[src/rtl/spi_bus_arb.sv]
// -----------------------------------------------------------------------------
// spi_bus_arb
//
// Shares one SPI master between the inertial-sensor client and the A2D client.
// Each client gets a one-deep request latch (pending flag + 16-bit command).
// Grants favour the inertial client, but after MAX_WAIT inertial grants made
// while the A2D is waiting, the next grant goes to the A2D. The granted command
// is launched on the master, SS_n/MISO are routed to the owning slave, and the
// received word is returned to that client with a one-cycle done pulse. A
// watchdog aborts a transfer the master never finishes.
//
// Ports
//   clk, RST_n                 clock, synchronous active-low reset
//   req_inrt/wdata_inrt        inertial request pulse and command word
//   done_inrt/rdata_inrt       inertial completion pulse and last read word
//   req_a2d/wdata_a2d          A2D request pulse and command word
//   done_a2d/rdata_a2d         A2D completion pulse and last read word
//   wrt/wrt_data               launch pulse and command word to the master
//   spi_done/spi_rd_data       master completion pulse and receive word
//   SS_n_mst                   master slave-select
//   SS_n_inrt/SS_n_a2d         per-slave selects
//   MISO_inrt/MISO_a2d/MISO    slave data in, muxed data to the master
//   owner                      current grant (0 inertial, 1 A2D)
//   busy                       a transaction is in progress
//   timeout_err                sticky watchdog-abort flag
// -----------------------------------------------------------------------------
module spi_bus_arb #(
    parameter int MAX_WAIT = 4,
    parameter int TIMEOUT  = 1048576
) (
    input  logic        clk,
    input  logic        RST_n,
    input  logic        req_inrt,
    input  logic [15:0] wdata_inrt,
    output logic        done_inrt,
    output logic [15:0] rdata_inrt,
    input  logic        req_a2d,
    input  logic [15:0] wdata_a2d,
    output logic        done_a2d,
    output logic [15:0] rdata_a2d,
    output logic        wrt,
    output logic [15:0] wrt_data,
    input  logic        spi_done,
    input  logic [15:0] spi_rd_data,
    input  logic        SS_n_mst,
    output logic        SS_n_inrt,
    output logic        SS_n_a2d,
    input  logic        MISO_inrt,
    input  logic        MISO_a2d,
    output logic        MISO,
    output logic        owner,
    output logic        busy,
    output logic        timeout_err
);

    localparam logic [1:0] S_IDLE    = 2'd0;
    localparam logic [1:0] S_LAUNCH  = 2'd1;
    localparam logic [1:0] S_WAIT    = 2'd2;
    localparam logic [1:0] S_RELEASE = 2'd3;

    localparam int SW = $clog2(MAX_WAIT + 1);
    localparam int WW = $clog2(TIMEOUT + 1);
    localparam logic [SW-1:0] MAX_WAIT_C = SW'(MAX_WAIT);
    localparam logic [WW-1:0] TIMEOUT_C  = WW'(TIMEOUT);

    logic [1:0]    r_state;
    logic [1:0]    w_state_nxt;
    logic          r_pend_inrt;
    logic          r_pend_a2d;
    logic [15:0]   r_hold_inrt;
    logic [15:0]   r_hold_a2d;
    logic          r_owner;
    logic [15:0]   r_wrt_data;
    logic [15:0]   r_rdata_inrt;
    logic [15:0]   r_rdata_a2d;
    logic [SW-1:0] r_starve_cnt;
    logic [WW-1:0] r_wd_cnt;
    logic          r_timeout_err;

    logic w_idle;
    logic w_grant;
    logic w_pick_a2d;
    logic w_grant_inrt;
    logic w_grant_a2d;
    logic w_accept_inrt;
    logic w_accept_a2d;
    logic w_wd_expired;

    // Grant decision, evaluated only while IDLE.
    assign w_idle       = (r_state == S_IDLE);
    assign w_grant      = w_idle && (r_pend_inrt || r_pend_a2d);
    assign w_pick_a2d   = r_pend_a2d && (!r_pend_inrt || (r_starve_cnt == MAX_WAIT_C));
    assign w_grant_inrt = w_grant && !w_pick_a2d;
    assign w_grant_a2d  = w_grant &&  w_pick_a2d;

    // A pulse is taken if the client has nothing pending, or if its pending
    // request is being granted in this very cycle (the holding register is
    // read by the grant before being overwritten on the same edge).
    assign w_accept_inrt = req_inrt && (!r_pend_inrt || w_grant_inrt);
    assign w_accept_a2d  = req_a2d  && (!r_pend_a2d  || w_grant_a2d);

    assign w_wd_expired  = (r_wd_cnt == TIMEOUT_C);

    // NOTE: combinational blocks give every output a default first so no
    // path leaves it unassigned, which would otherwise infer a latch.
    always_comb begin
        w_state_nxt = r_state;
        case (r_state)
            S_IDLE:    if (w_grant) w_state_nxt = S_LAUNCH;
            S_LAUNCH:  w_state_nxt = S_WAIT;
            S_WAIT:    if (spi_done || w_wd_expired) w_state_nxt = S_RELEASE;
            S_RELEASE: w_state_nxt = S_IDLE;
            default:   w_state_nxt = S_IDLE;
        endcase
    end

    // NOTE: all state is updated with non-blocking assignments so every
    // register samples pre-edge values regardless of statement order.
    always_ff @(posedge clk) begin
        if (!RST_n) begin
            r_state       <= S_IDLE;
            r_pend_inrt   <= 1'b0;
            r_pend_a2d    <= 1'b0;
            r_hold_inrt   <= '0;
            r_hold_a2d    <= '0;
            r_owner       <= 1'b0;
            r_wrt_data    <= '0;
            r_rdata_inrt  <= '0;
            r_rdata_a2d   <= '0;
            r_starve_cnt  <= '0;
            r_wd_cnt      <= '0;
            r_timeout_err <= 1'b0;
        end else begin
            r_state <= w_state_nxt;

            // Request latches: set on an accepted pulse, clear on grant.
            r_pend_inrt <= w_accept_inrt || (r_pend_inrt && !w_grant_inrt);
            r_pend_a2d  <= w_accept_a2d  || (r_pend_a2d  && !w_grant_a2d);
            if (w_accept_inrt) r_hold_inrt <= wdata_inrt;
            if (w_accept_a2d)  r_hold_a2d  <= wdata_a2d;

            if (w_grant) begin
                r_owner    <= w_pick_a2d;
                r_wrt_data <= w_pick_a2d ? r_hold_a2d : r_hold_inrt;
            end

            // Starvation guard: count inertial wins while the A2D waits.
            if (w_grant_a2d)
                r_starve_cnt <= '0;
            else if (w_grant_inrt && r_pend_a2d && (r_starve_cnt != MAX_WAIT_C))
                r_starve_cnt <= r_starve_cnt + 1'b1;

            // Watchdog restarts on every launch and runs only in WAIT.
            if (r_state == S_LAUNCH)
                r_wd_cnt <= '0;
            else if ((r_state == S_WAIT) && !w_wd_expired)
                r_wd_cnt <= r_wd_cnt + 1'b1;

            // A real completion wins over an expiry in the same cycle.
            if (r_state == S_WAIT) begin
                if (spi_done) begin
                    if (r_owner) r_rdata_a2d  <= spi_rd_data;
                    else         r_rdata_inrt <= spi_rd_data;
                end else if (w_wd_expired) begin
                    r_timeout_err <= 1'b1;
                    if (r_owner) r_rdata_a2d  <= 16'hFFFF;
                    else         r_rdata_inrt <= 16'hFFFF;
                end
            end
        end
    end

    // Outputs decoded from state; all return to reset values with the state.
    assign busy        = !w_idle;
    assign wrt         = (r_state == S_LAUNCH);
    assign wrt_data    = r_wrt_data;
    assign owner       = r_owner;
    assign done_inrt   = (r_state == S_RELEASE) && !r_owner;
    assign done_a2d    = (r_state == S_RELEASE) &&  r_owner;
    assign rdata_inrt  = r_rdata_inrt;
    assign rdata_a2d   = r_rdata_a2d;
    assign timeout_err = r_timeout_err;

    // Slave selects follow the master only for the owner of an active
    // transaction; the idle bus keeps both slaves deselected.
    assign SS_n_inrt = (busy && !r_owner) ? SS_n_mst : 1'b1;
    assign SS_n_a2d  = (busy &&  r_owner) ? SS_n_mst : 1'b1;
    assign MISO      = r_owner ? MISO_a2d : MISO_inrt;

endmodule

[config.mk]
export PLATFORM = sky130hd
export DESIGN_NAME = spi_bus_arb
export DESIGN_NICKNAME = d
export VERILOG_FILES = /design/src/rtl/spi_bus_arb.sv
export SDC_FILE = /design/constraint.sdc
export NUM_CORES = 1
export LEC_CHECK = 0
export CORE_MARGIN = 5
export CORE_UTILIZATION = 45
export DETAILED_ROUTE_END_ITERATION = 10
export HOLD_SLACK_MARGIN = 0.1
export PLACE_DENSITY = 0.76
export SYNTH_ARGS = -nofsm -noshare
export SYNTH_HDL_FRONTEND = slang
export SYNTH_SLANG_ARGS = --single-unit
[constraint.sdc]
create_clock -name clk -period 1.56 [get_ports clk]
set_input_delay 0.312 -clock clk [delete_from_list [all_inputs] [get_ports clk]]
set_output_delay 0.312 -clock clk [all_outputs]
set_load 0.005 [all_outputs]
==> results.py <==
metrics = {
    "clock_tree": {
        "clk_pin_slew_ns": 0.11,
        "cts_made_buffers": 9,
        "insertion_delay_ns": 0.39,
        "root_buffer": "clkbuf_8",
        "tritoncts": "yes",
        "ctsHoldBuffers": 0,
        "cts.htree.levels": 3,
        "clock-sinks": 110,
        "clockBufferDepth": 2,
    },
    "timing": {
        "rsz0062_at_grt": "yes",
        "fmax_ghz": 0.531,
        "fin_ws_ns": -0.323,
        "finalCritPeriodShare": 1.21,
        "fin_crit_ns": 1.88,
        "relSlewSlack": 0.562,
        "worstMarginPinSlew_ns": 0.656,
        "slew_viol_final": 0,
        "finalSetupViolations": 93,
        "hold_viol_final": 0,
        "skew_ns": 0.0150,
    },
    "power": {
        "seqPwrFrac": 0.355,
        "p_sw_uw": 3240,
        "ir_drop_mv": 0.749,
        "clockPowerShare": 0.215,
        "comb_power_share": 0.430,
        "p_int_uw": 6060,
        "leakage_uw": 0.00360,
        "switching_share": 0.348,
        "p_per_area_nw_per_um2": 1130,
    },
    "synth": {
        "yosysMostFrequentCell": "dfxtp_1",
        "synthTopCellsByCount": "dfxtp_1 (110), o21ai_0 (56), nand2_1 (52)",
        "synth-seq-cells": 110,
        "syn-mean-instance-area_um2": 8.56,
        "muxShareOfSynthArea": 0.00839,
        "synth-edff-count": 0,
        "synth_warnings": 0,
        "synth_area_leaders": "dfxtp_1 (45%), o21ai_0 (5.7%), nand2_1 (4.0%), a21oi_1 (3.4%), a222oi_1 (3.3%)",
        "synth_top_area_share": 0.447,
        "netlist_area_um2": 4920,
        "yosys.area_share.simple": 0.175,
        "synthesis.nets": 639,
        "synth_adder_area_share": 0.0203,
        "ys_seq_area_frac": 0.447,
        "async_reset_ff_frac": 0,
        "synth-compound-area-share": 0.268,
        "synth_top_family_by_area": "compound AO/OA/AOI/OAI gates",
        "yosys.cell_types.count": 47,
        "yosys_most_used_dff": "dfxtp_1",
        "synthCells": 575,
        "synth_largest_area_cell": "dfxtp_1",
        "synthXorXnorAreaFrac": 0.0160,
    },
    "cells_and_area": {
        "drive_above_1_share": 0.435,
        "areaGrowthSynthToFinish_pct": 66.7,
        "nets": 822,
        "n_antenna_cell": 0,
        "fin_area_um2": 8210,
        "final_cells": 903,
    },
    "floorplan": {
        "dieWidth_um": 115,
        "die_area_um2": 13100,
        "core-area_um2": 10800,
        "start_util": 0.456,
        "num_rows": 38,
        "boundaryPins": 113,
        "fp.dieH_um": 115,
    },
    "grt": {
        "antenna_found_initial": 0,
        "grt.overflow.total": 0,
        "grt_pass1_wl_um": 25400,
        "grt_max_degree": 35,
        "grt_pass1_vias": 5151,
        "grt_usage": 0.240,
    },
    "critical_path": {
        "worstSetupStartpointType": "register",
        "critPathRequiredTime_ns": 1.82,
        "path_max_fanout": 5,
        "worstSetupPathType": "register to register",
        "endpoint_kind": "register",
        "arrival_ns": 2.14,
    },
    "placement": {
        "place_area_um2": 6590,
        "post-place-cells": 846,
        "place_congestion": 0.883,
        "portBuffers": 112,
        "dp_hpwl_um": 10300,
    },
    "route": {
        "vias": 5430,
        "postRouteAntennaNets": 0,
        "drt-total-wl_um": 17900,
        "dr.pass1.iters": 5,
        "via_per_inst": 6.01,
        "post_drt_wl_per_cell_um": 19.8,
        "drc": 0,
        "drt_iter0_markers": 390,
    },
    "status": {
        "violations": "setup timing",
        "status": "finished with violations",
    },
    "min_path": {
        "hp-class": "register to register",
    },
    "run": {
        "max_cap_viol_count": 0,
    },
}
[power groups by stage]
| stage | Sequential [uW] | Clock [uW] | Combinational (uW) |
|---|---|---|---|
| 4_1_cts | 3280 | 1980 | 3450 |
| 5_1_grt | 3320 | 2130 | 4200 |
| 3_3_place_gp | 3300 | 0 | 2410 |
| 3_5_place_dp | 3310 | 0 | 2510 |
| 6_report | 3300 | 2000 | 3990 |
| 2_1_floorplan | 3280 | 0 | 1220 |
[critical path, stage by stage, from the launching register on]
cell and delay [ns]:
dfxtp_2 0.35, inv_2 0.05, ha_4 0.15, buf_6 0.11
a21boi_4 0.17, buf_6 0.15, nor2_4 0.05, buf_6 0.13
a222oi_1 0.47, nor2_1 0.13
[per-layer routing]
layer | global-route usage | vias to the layer above | wire length (um)
li1 | - | 2488 | -
met3 | 0.0370 | 41 | 1250
met2 | 0.411 | 285 | 9030
met4 | 0.0847 | 0 | 460
met5 | 0 | - | 0
met1 | 0.305 | 2616 | 7140
[final cells by class]
class	count	area [um2]
clock inverter	7	104
clock buffer	9	124
tap	140	175
multi-input combinational	388	3150
sequential	110	2280
inverter	29	118
timing repair buffer	220	2260
fill	681	2590
[worst paths after layout]
check	start	endpoint	slack, ns	depth (start not counted)
hold / removal	rdata_inrt[12]	rdata_inrt[12]	0.47	2
setup reg to reg	r_starve_cnt[0]	wrt_data[2]	-0.32	9
setup / recovery	r_starve_cnt[0]	wrt_data[2]	-0.32	9
hold reg to reg	rdata_inrt[12]	rdata_inrt[12]	0.47	2
[flip-flops by register name, summed over array words and instances, names as in the netlist]
register and flops:
r_starve_cnt 3, r_pend_inrt 1, r_hold_inrt 16, owner 1
r_wd_cnt 21, wrt_data 16, rdata_inrt 16, timeout_err 1
rdata_a2d 16, r_pend_a2d 1, r_state 2, r_hold_a2d 16
[metrics by stage]
step	worst slack, ns	hold slack [ns]	TNS (ns)	utilization	total power [uW]
after global placement	-0.404	0.442	-14.07	0.611	5710
final	-0.323	0.465	-7.85	0.760	9290
after CTS	-0.193	0.456	-5.45	0.707	8710
after floorplan	-0.0368	0.444	-0.0392	-	4500
after detailed placement	-0.485	0.448	-20.17	0.611	5810
after global routing	-0.319	0.473	-12.59	0.760	9650
[cells in the final DEF, fill, tap and decap left out, types with 20 or more instances in the layout]
| cell type | netlist | layout |
|---|---|---|
| buf_4 | 1 | 68 |
| dlymetal6s2s_1 | 0 | 28 |
| nor2_1 | 32 | 29 |
| o21ai_1 | 3 | 34 |
| nand2_1 | 52 | 51 |
| dfxtp_2 | 0 | 51 |
| clkdlybuf4s50_1 | 0 | 62 |
| buf_6 | 3 | 30 |
| a21oi_2 | 0 | 20 |
| dfxtp_1 | 110 | 55 |
[what timing repair did]
action                                  CTS  global route
pin swaps                                71            70
endpoints found under the setup margin  139           147
resized for setup                       218           195
buffers inserted                         20            16
endpoints found under the hold margin     0             0
cloned                                    6             3
[kinds of logic (layout without fill, tap and decap cells)]
logic type,count (synthesis),in the layout
XOR/XNOR,9,9
adder cells (fa/ha/maj),8,8
AND/OR/NAND/NOR,170,170
AO/OA/AOI/OAI,197,197
flip-flops,110,110
buffers and inverters,77,265
multiplexers,4,4
Power figures use the tool's default switching activity.
